File: config.mk
export PLATFORM = sky130hd
export DESIGN_NAME = uart_tx_fifo_cfg
export DESIGN_NICKNAME = d
export VERILOG_FILES = /design/src/rtl/uart_tx_fifo_cfg.sv
export SDC_FILE = /design/constraint.sdc
export NUM_CORES = 1
export LEC_CHECK = 0
export BUFFER_PORTS_ARGS = -buffer_cell sky130_fd_sc_hd__buf_2
export CELL_PAD_IN_SITES_DETAIL_PLACEMENT = 0
export CELL_PAD_IN_SITES_GLOBAL_PLACEMENT = 2
export CORE_MARGIN = 8
export CORE_UTILIZATION = 42
export CTS_CLUSTER_SIZE = 30
export DETAILED_ROUTE_END_ITERATION = 6
export GPL_TIMING_DRIVEN = 0
export PLACE_DENSITY_LB_ADDON = 0.1
export SYNTH_ARGS = -nofsm -noshare
export SYNTH_HDL_FRONTEND = slang
export SYNTH_SLANG_ARGS = --single-unit
File: constraint.sdc
create_clock -name i_uart_clk -period 3.6 [get_ports i_uart_clk]
set_clock_uncertainty 0.05 [all_clocks]
set_input_delay 0.72 -clock i_uart_clk [delete_from_list [all_inputs] [get_ports i_uart_clk]]
set_output_delay 0.72 -clock i_uart_clk [all_outputs]
set_load 0.005 [all_outputs]
File: src/rtl/uart_tx_fifo_cfg.sv
// UART transmitter with a small transmit FIFO, own baud divider and per-frame
// configuration (parity mode, stop bits) latched when a word is loaded.
module uart_tx_fifo_cfg #(
  parameter int unsigned N_DATA_BITS  = 8,
  parameter int unsigned CLKS_PER_BIT = 16,
  parameter int unsigned FIFO_DEPTH   = 4
) (
  input  logic                          i_uart_clk,
  input  logic                          i_uart_reset_n,
  input  logic                          i_uart_en,
  input  logic                          i_uart_data_valid,
  input  logic [N_DATA_BITS-1:0]        i_uart_data,
  input  logic [1:0]                    i_parity_mode,
  input  logic                          i_two_stop,
  output logic                          o_uart_ready,
  output logic                          o_uart_busy,
  output logic [$clog2(FIFO_DEPTH):0]   o_fifo_count,
  output logic                          o_uart_tx
);

  localparam int unsigned PtrW  = $clog2(FIFO_DEPTH);
  localparam int unsigned CntW  = PtrW + 1;
  localparam int unsigned BaudW = $clog2(CLKS_PER_BIT);
  localparam int unsigned BitW  = $clog2(N_DATA_BITS);

  localparam logic [CntW-1:0]  DepthCnt = CntW'(FIFO_DEPTH);
  localparam logic [BaudW-1:0] BaudMax  = BaudW'(CLKS_PER_BIT - 1);
  localparam logic [BitW-1:0]  BitMax   = BitW'(N_DATA_BITS - 1);

  typedef enum logic [2:0] {
    StIdle,
    StStart,
    StData,
    StParity,
    StStop
  } state_e;

  // FIFO storage and pointers
  logic [N_DATA_BITS-1:0] fifo_mem_q [FIFO_DEPTH];
  logic [PtrW-1:0]        wr_ptr_q, rd_ptr_q;
  logic [CntW-1:0]        count_q, count_d;
  logic                   ready_q;
  logic                   push, pop;

  // Transmit engine state
  state_e                 state_q, state_d;
  logic [BaudW-1:0]       baud_q, baud_d;
  logic [BitW-1:0]        bit_q, bit_d;
  logic [N_DATA_BITS-1:0] shift_q, shift_d;
  logic                   tx_q, tx_d;
  logic                   busy_q, busy_d;
  logic                   par_en_q, par_en_d;
  logic                   par_bit_q, par_bit_d;
  logic                   two_stop_q, two_stop_d;
  logic                   stop2_q, stop2_d;
  logic                   start_frame;
  logic                   bit_end;
  logic [N_DATA_BITS-1:0] head_word;

  assign push      = i_uart_data_valid && ready_q;
  assign head_word = fifo_mem_q[rd_ptr_q];
  assign bit_end   = (baud_q == BaudMax);

  always_comb begin
    count_d = count_q;
    unique case ({push, pop})
      2'b10:   count_d = count_q + 1'b1;
      2'b01:   count_d = count_q - 1'b1;
      default: count_d = count_q;
    endcase
  end

  always_ff @(posedge i_uart_clk) begin
    if (push) begin
      fifo_mem_q[wr_ptr_q] <= i_uart_data;
    end
  end

  always_ff @(posedge i_uart_clk or negedge i_uart_reset_n) begin
    if (!i_uart_reset_n) begin
      wr_ptr_q <= '0;
      rd_ptr_q <= '0;
      count_q  <= '0;
      ready_q  <= 1'b1;
    end else begin
      if (push) wr_ptr_q <= wr_ptr_q + 1'b1;
      if (pop)  rd_ptr_q <= rd_ptr_q + 1'b1;
      count_q <= count_d;
      ready_q <= (count_d != DepthCnt);
    end
  end

  always_comb begin
    state_d     = state_q;
    baud_d      = baud_q;
    bit_d       = bit_q;
    shift_d     = shift_q;
    tx_d        = tx_q;
    busy_d      = busy_q;
    par_en_d    = par_en_q;
    par_bit_d   = par_bit_q;
    two_stop_d  = two_stop_q;
    stop2_d     = stop2_q;
    start_frame = 1'b0;
    pop         = 1'b0;

    if (i_uart_en) begin
      unique case (state_q)
        StIdle: begin
          tx_d   = 1'b1;
          busy_d = 1'b0;
          if (count_q != '0) start_frame = 1'b1;
        end
        StStart: begin
          if (bit_end) begin
            baud_d  = '0;
            bit_d   = '0;
            tx_d    = shift_q[0];
            state_d = StData;
          end else begin
            baud_d = baud_q + 1'b1;
          end
        end
        StData: begin
          if (bit_end) begin
            baud_d = '0;
            if (bit_q == BitMax) begin
              if (par_en_q) begin
                tx_d    = par_bit_q;
                state_d = StParity;
              end else begin
                tx_d    = 1'b1;
                stop2_d = 1'b0;
                state_d = StStop;
              end
            end else begin
              bit_d   = bit_q + 1'b1;
              shift_d = shift_q >> 1;
              tx_d    = shift_q[1];
            end
          end else begin
            baud_d = baud_q + 1'b1;
          end
        end
        StParity: begin
          if (bit_end) begin
            baud_d  = '0;
            tx_d    = 1'b1;
            stop2_d = 1'b0;
            state_d = StStop;
          end else begin
            baud_d = baud_q + 1'b1;
          end
        end
        StStop: begin
          if (bit_end) begin
            baud_d = '0;
            if (two_stop_q && !stop2_q) begin
              stop2_d = 1'b1;
            end else if (count_q != '0) begin
              // Chain straight into the next start bit, no idle gap.
              start_frame = 1'b1;
            end else begin
              tx_d    = 1'b1;
              busy_d  = 1'b0;
              state_d = StIdle;
            end
          end else begin
            baud_d = baud_q + 1'b1;
          end
        end
        default: begin
          tx_d    = 1'b1;
          busy_d  = 1'b0;
          state_d = StIdle;
        end
      endcase

      // Frame load: configuration is sampled only here.
      if (start_frame) begin
        pop        = 1'b1;
        shift_d    = head_word;
        par_en_d   = (i_parity_mode == 2'b01) || (i_parity_mode == 2'b10);
        par_bit_d  = (i_parity_mode == 2'b10) ? ~^head_word : ^head_word;
        two_stop_d = i_two_stop;
        stop2_d    = 1'b0;
        baud_d     = '0;
        bit_d      = '0;
        tx_d       = 1'b0;
        busy_d     = 1'b1;
        state_d    = StStart;
      end
    end
  end

  always_ff @(posedge i_uart_clk or negedge i_uart_reset_n) begin
    if (!i_uart_reset_n) begin
      state_q    <= StIdle;
      baud_q     <= '0;
      bit_q      <= '0;
      shift_q    <= '0;
      tx_q       <= 1'b1;
      busy_q     <= 1'b0;
      par_en_q   <= 1'b0;
      par_bit_q  <= 1'b0;
      two_stop_q <= 1'b0;
      stop2_q    <= 1'b0;
    end else begin
      state_q    <= state_d;
      baud_q     <= baud_d;
      bit_q      <= bit_d;
      shift_q    <= shift_d;
      tx_q       <= tx_d;
      busy_q     <= busy_d;
      par_en_q   <= par_en_d;
      par_bit_q  <= par_bit_d;
      two_stop_q <= two_stop_d;
      stop2_q    <= stop2_d;
    end
  end

  assign o_uart_tx    = tx_q;
  assign o_uart_busy  = busy_q;
  assign o_uart_ready = ready_q;
  assign o_fifo_count = count_q;

endmodule

Word-level counts from Yosys, hierarchy flattened
Memory sizes are Yosys's and may differ from the RTL's. Index checks and enable logic that the tools add are counted.

Add/sub/neg operators: 6. Multipliers: 0. Divide/modulo/power cells: 0. Magnitude comparators: 0. Eq/ne operators: 24. Shift-type cells: 0. Mux-type cells: 56. Bitwise logic cells: 0. Reductions and logical operators: 23.

Operators with widths (count): $mux W3 (13); $ne A3 B3 Y1 const B (11); $mux W8 (4); $mux W1 (29); $pmux W3 S5 (1); $mux W4 (3); $pmux W3 S2 (2); $reduce_and A5 Y1 (2); $reduce_and A9 Y1 (1); $reduce_and A8 Y1 (1); $reduce_xnor A8 Y1 (1); $reduce_xor A8 Y1 (1); $reduce_and A7 Y1 (1); $add A3 B1 Y3 const B (2); $eq A3 B2 Y1 const B (2); $eq A3 B3 Y1 const B (2); $reduce_bool A2 Y1 (3); $reduce_bool A3 Y1 (2); $add A2 B1 Y2 const B (2); $add A4 B1 Y4 const B (1); $eq A2 B1 Y1 const B (2); $eq A2 B2 Y1 const B (2); $eq A4 B4 Y1 const B (1); $ne A2 B1 Y1 const B (2); other kinds (15) (18).

Register bits: 32. Latch bits: 0. RAM bits: 32. Memory bits (read-only): 0. Input port bits: 15. Output and inout port bits: 6. Logic and storage cells: 124. Memories kept: 1.

Memories: fifo_mem_q (depth 4, bits a word 8, rd ports 1, clocked after memory_dff 0, write ports 1, RTL line 39) `logic [N_DATA_BITS-1:0] fifo_mem_q [FIFO_DEPTH];`.

Longest topological paths before layout
Word-level depth: 11. Gate-level depth with buffers: 12.

Worst setup path after synthesis
OpenSTA, ideal clock, no wires.

Path type: reg2reg. From: register baud_q[0]. To: register ready_q, in the netlist o_uart_ready. Setup time: 82 ps. Arrival time: 2478 ps. Required time: 3468 ps. Slack: 990 ps. Stages on the path, launching flop included: 13. Path buffers: 0. Period minus slack after synthesis: 2610 ps. Path through: dfrtp_1 -> ha_1 -> nand3_1 -> o21ai_0 -> nand3_1 -> inv_1 -> ha_1 -> inv_1 -> fa_1 -> xor2_1 -> nor2_1 -> xor2_1 -> nand2_1.

Cells in the longest elaborated chain, start to end: 9. Elaborated cells between the ends (all ways): 10.

Ends and longest elaborated chain: from (decl) (RTL line 47) `logic [BaudW-1:0] baud_q, baud_d;`; from (signal assigned) (RTL line 210) `baud_q <= baud_d;`; $eq A4 B4 Y1 (*) (RTL line 62) `assign bit_end = (baud_q == BaudMax);`; $mux W1 (*) (RTL line 156) `if (bit_end) begin`; $pmux W1 S2 (*) (RTL line 108) `unique case (state_q)`; $mux W1 (*) (RTL line 107) `if (i_uart_en) begin`; $mux W1 (*) (RTL line 180) `if (start_frame) begin`; $mux W1 (*) (RTL line 107); via pop (RTL line 43) `logic push, pop;`; $eq A2 B1 Y1 or $eq A2 B2 Y1 (tied branches) (RTL line 66) `unique case ({push, pop})`; $pmux W3 S2 (*) (RTL line 66); via count_d[2] (RTL line 41) `logic [CntW-1:0] count_q, count_d;`; $ne A3 B3 Y1 (*) (RTL line 89) `ready_q <= (count_d != DepthCnt);`; to (signal assigned) (RTL line 89); to (decl) (RTL line 42) `logic ready_q;`.

The timed path passes the listed nets; every way through them passes the cells marked *. The select of a mux whose other input is x is not followed. A chain may end at the register's enable or synchronous reset.

Final worst setup path
Same ends and word-level chain as after synthesis.

==> impl_results.md <==
- Fill cell count: 679
- Most common cell in the netlist: edfxtp_1
- Area delta synth->final: 14.9%
- Maximum buffer depth of the clock tree: 2
- Synth Flop Type: edfxtp_1
- Routability cong.: 0.742
- Post-route setup TNS: 0 ns
- Initial core utilization: 0.426
- Vias: 1865
- Detail Route Antenna Nets: 0
- Largest net degree at the start of global routing: 33
- Clock insertion delay at the later pin of the skew report: 0.34 ns
- Vias in the first global route: 1942
- DRC marker count from the first detailed-route iteration: 65
- Synth cell count leaders: 32 x edfxtp_1, 30 x dfrtp_1, 20 x mux2_2
- Final Critical Period: 3.15 ns
- Worst slack, placed: 0.474 ns
- Crit path max fanout: 8
- Type of the most critical hold path: in -> async
- Mapped Area: 3040 um2
- Post-layout util: 0.490
- Final setup viols: 0
- Leakage Power: 1.43 nW
- Die W: 101 um
- Status: completed
- Period utilization: 0.876
- Post-CTS setup buffer count: 0
- EDFF count, synth: 32
- Design Area, Final: 3490 um2
- WS Path Type: reg -> reg
- Post-synth top area share: 0.316
- CP Capture Type: register
- F_max: 317 MHz
- Ant diodes: 0
- Area leader, netlist: edfxtp_1
- Post-CTS Hold Fix Bufs: 0
- Die Ht: 101 um
- Critical path required time: 3.82 ns
- WL final: 5660 um
- DRC Markers: 0
- Gr ovfl total: 0
- Synth unique cells: 45
- WP data arrival: 3.37 ns
- Post-synthesis sequential area ratio: 0.580
- Total GRT Usage: 0.126
- Syn nets: 248
- Final max-slew violation count: 0
- FF/Latch Area: 1760 um2
- Area of the multi-input gates: 1190 um2
- VDD IR max: 0.000502 V
- Core ar.: 7140 um2
- Worst-margin pin slew: 0.766 ns
- # IOs: 21
- CTS sink cnt: 64
- Post-detail-place hpwl: 3950 um
- First-pass iteration count of the detailed router: 4
- Yosys reg bits: 64
- Port buffer count: 20
- Ys async rst share: 0.500
- Post_cts resized: 0
- Vias per cell: 5.21
- Yosys warns: 0
- Initial antenna violation count: 0
- Synth area leaders: edfxtp_1 32%, dfrtp_1 25%, mux2_2 7.4%, ha_1 3.7%, mux4_1 3.5%
- Final-stage net count: 279
- RSZ-0062 raised after global routing: no
- Crit start category: register
- CTS tree: built
- Placed cell area: 3270 um2
- Syn Inst Count: 223
- Global-route wire length before repair: 9720 um
- Number of buffers created by CTS: 9
- Layout cells sized above 1: 0.263
- WL per Instance: 15.8 um
- Max Cap Viol: 0
- Final hold viol count: 0
- Slew headroom: 0.490
- Fin worst setup slack: 0.446 ns
- # rows: 31
- Clk slew on worst S/H paths: 0.07 ns
- Die ar.: 10200 um2
- Avg Inst Size Synth: 13.6 um2
- Htree depth: 3
- Pwr Density: 900 nW/um2
- Root Driver: clkbuf_8
- Hold WS: 0.389 ns
==> stage by stage <==
step / power [mW] / std cells
floorplan: 2.17 / 223
global placement: 2.46 / 342
detailed placement: 2.47 / 342
CTS: 3.19 / 358
global route: 3.37 / 358
finish: 3.15 / 358
==> worst paths after layout <==
kind,startpoint,to,slack [ns],cells after the start
setup / recovery,baud_q[0],o_uart_ready,0.45,12
hold / removal,i_uart_reset_n,baud_q[2],0.39,1
setup reg to reg,baud_q[0],o_uart_ready,0.45,12
hold reg to reg,o_uart_tx,o_uart_tx,0.43,2
max in group asynchronous,i_uart_reset_n,state_q[2],2.62,1
min in group i_uart_clk,o_uart_tx,o_uart_tx,0.43,2
==> report_power, final <==
group	switching, mW	internal (mW)	leakage [nW]	total (mW)
combinational	0.638	0.654	0.636	1.29
clock	0.308	0.398	0.112	0.706
sequential	0.131	1.02	0.685	1.15
==> worst max-delay path, cell delays in order, from the launching register on <==
cell and delay, ns:
dfrtp_1 0.41, ha_1 0.22, nand3_1 0.25, o21ai_0 0.44
nand3_1 0.38, inv_1 0.19, ha_1 0.20, inv_1 0.06
fa_1 0.37, xor2_1 0.15, nor2_1 0.11, xor2_1 0.19
nand2_1 0.07
==> logic make-up (layout without fill, tap and decap cells) <==
kind of cell | after synthesis | count (layout) | share of synthesized area
compound gates | 37 | 37 | 0.0802
flops | 64 | 64 | 0.580
fa+ha+maj | 10 | 10 | 0.0436
simple gates | 50 | 50 | 0.0814
mux | 29 | 29 | 0.142
xor+xnor | 13 | 13 | 0.0444
buf+inv | 20 | 56 | 0.0288
==> cell usage in the layout (no fill, tap or decap), types with 4 or more instances in the layout <==
| cell type | netlist | final |
|---|---|---|
| a21oi_1 | 4 | 4 |
| a22o_1 | 4 | 4 |
| and3_1 | 5 | 5 |
| buf_2 | 0 | 20 |
| clkbuf_1 | 5 | 5 |
| clkbuf_8 | 0 | 9 |
| dfrtp_1 | 30 | 30 |
| edfxtp_1 | 32 | 32 |
| ha_1 | 9 | 9 |
| inv_1 | 12 | 12 |
| mux2_2 | 20 | 20 |
| mux4_1 | 4 | 4 |
| mux4_2 | 4 | 4 |
| nand2_1 | 15 | 15 |
| nand3_1 | 9 | 9 |
| nor2_1 | 6 | 6 |
| nor3_1 | 5 | 5 |
| o21ai_0 | 12 | 12 |
| xnor2_1 | 7 | 7 |
| xor2_1 | 4 | 4 |
==> layer usage <==
metal | global-route usage | vias to the layer above | wire length, um
li1 | - | 898 | -
met1 | 0.149 | 926 | 2620
met2 | 0.207 | 32 | 2740
met3 | 0.0318 | 9 | 196
met4 | 0.0653 | 0 | 104
met5 | 0 | - | 0
==> sequential cells by signal, indices dropped and copies added, names as in the netlist, 2 cells and up <==
signal,cells
fifo_mem_q,32
shift_q,8
bit_q,3
rd_ptr_q,2
state_q,3
baud_q,4
o_fifo_count,3
wr_ptr_q,2
==> layout make-up <==
| cell class | count | share of cell area |
|---|---|---|
| Sequential cell | 64 | 0.505 |
| Multi-Input combinational cell | 139 | 0.340 |
| Clock buffer | 9 | 0.0354 |
| Tap cell | 99 | 0.0354 |
| Clock inverter | 7 | 0.0301 |
| Timing Repair Buffer | 20 | 0.0286 |
| Inverter | 12 | 0.0129 |
| Buffer | 8 | 0.0122 |
No activity file was read; power rests on OpenSTA's default activity.
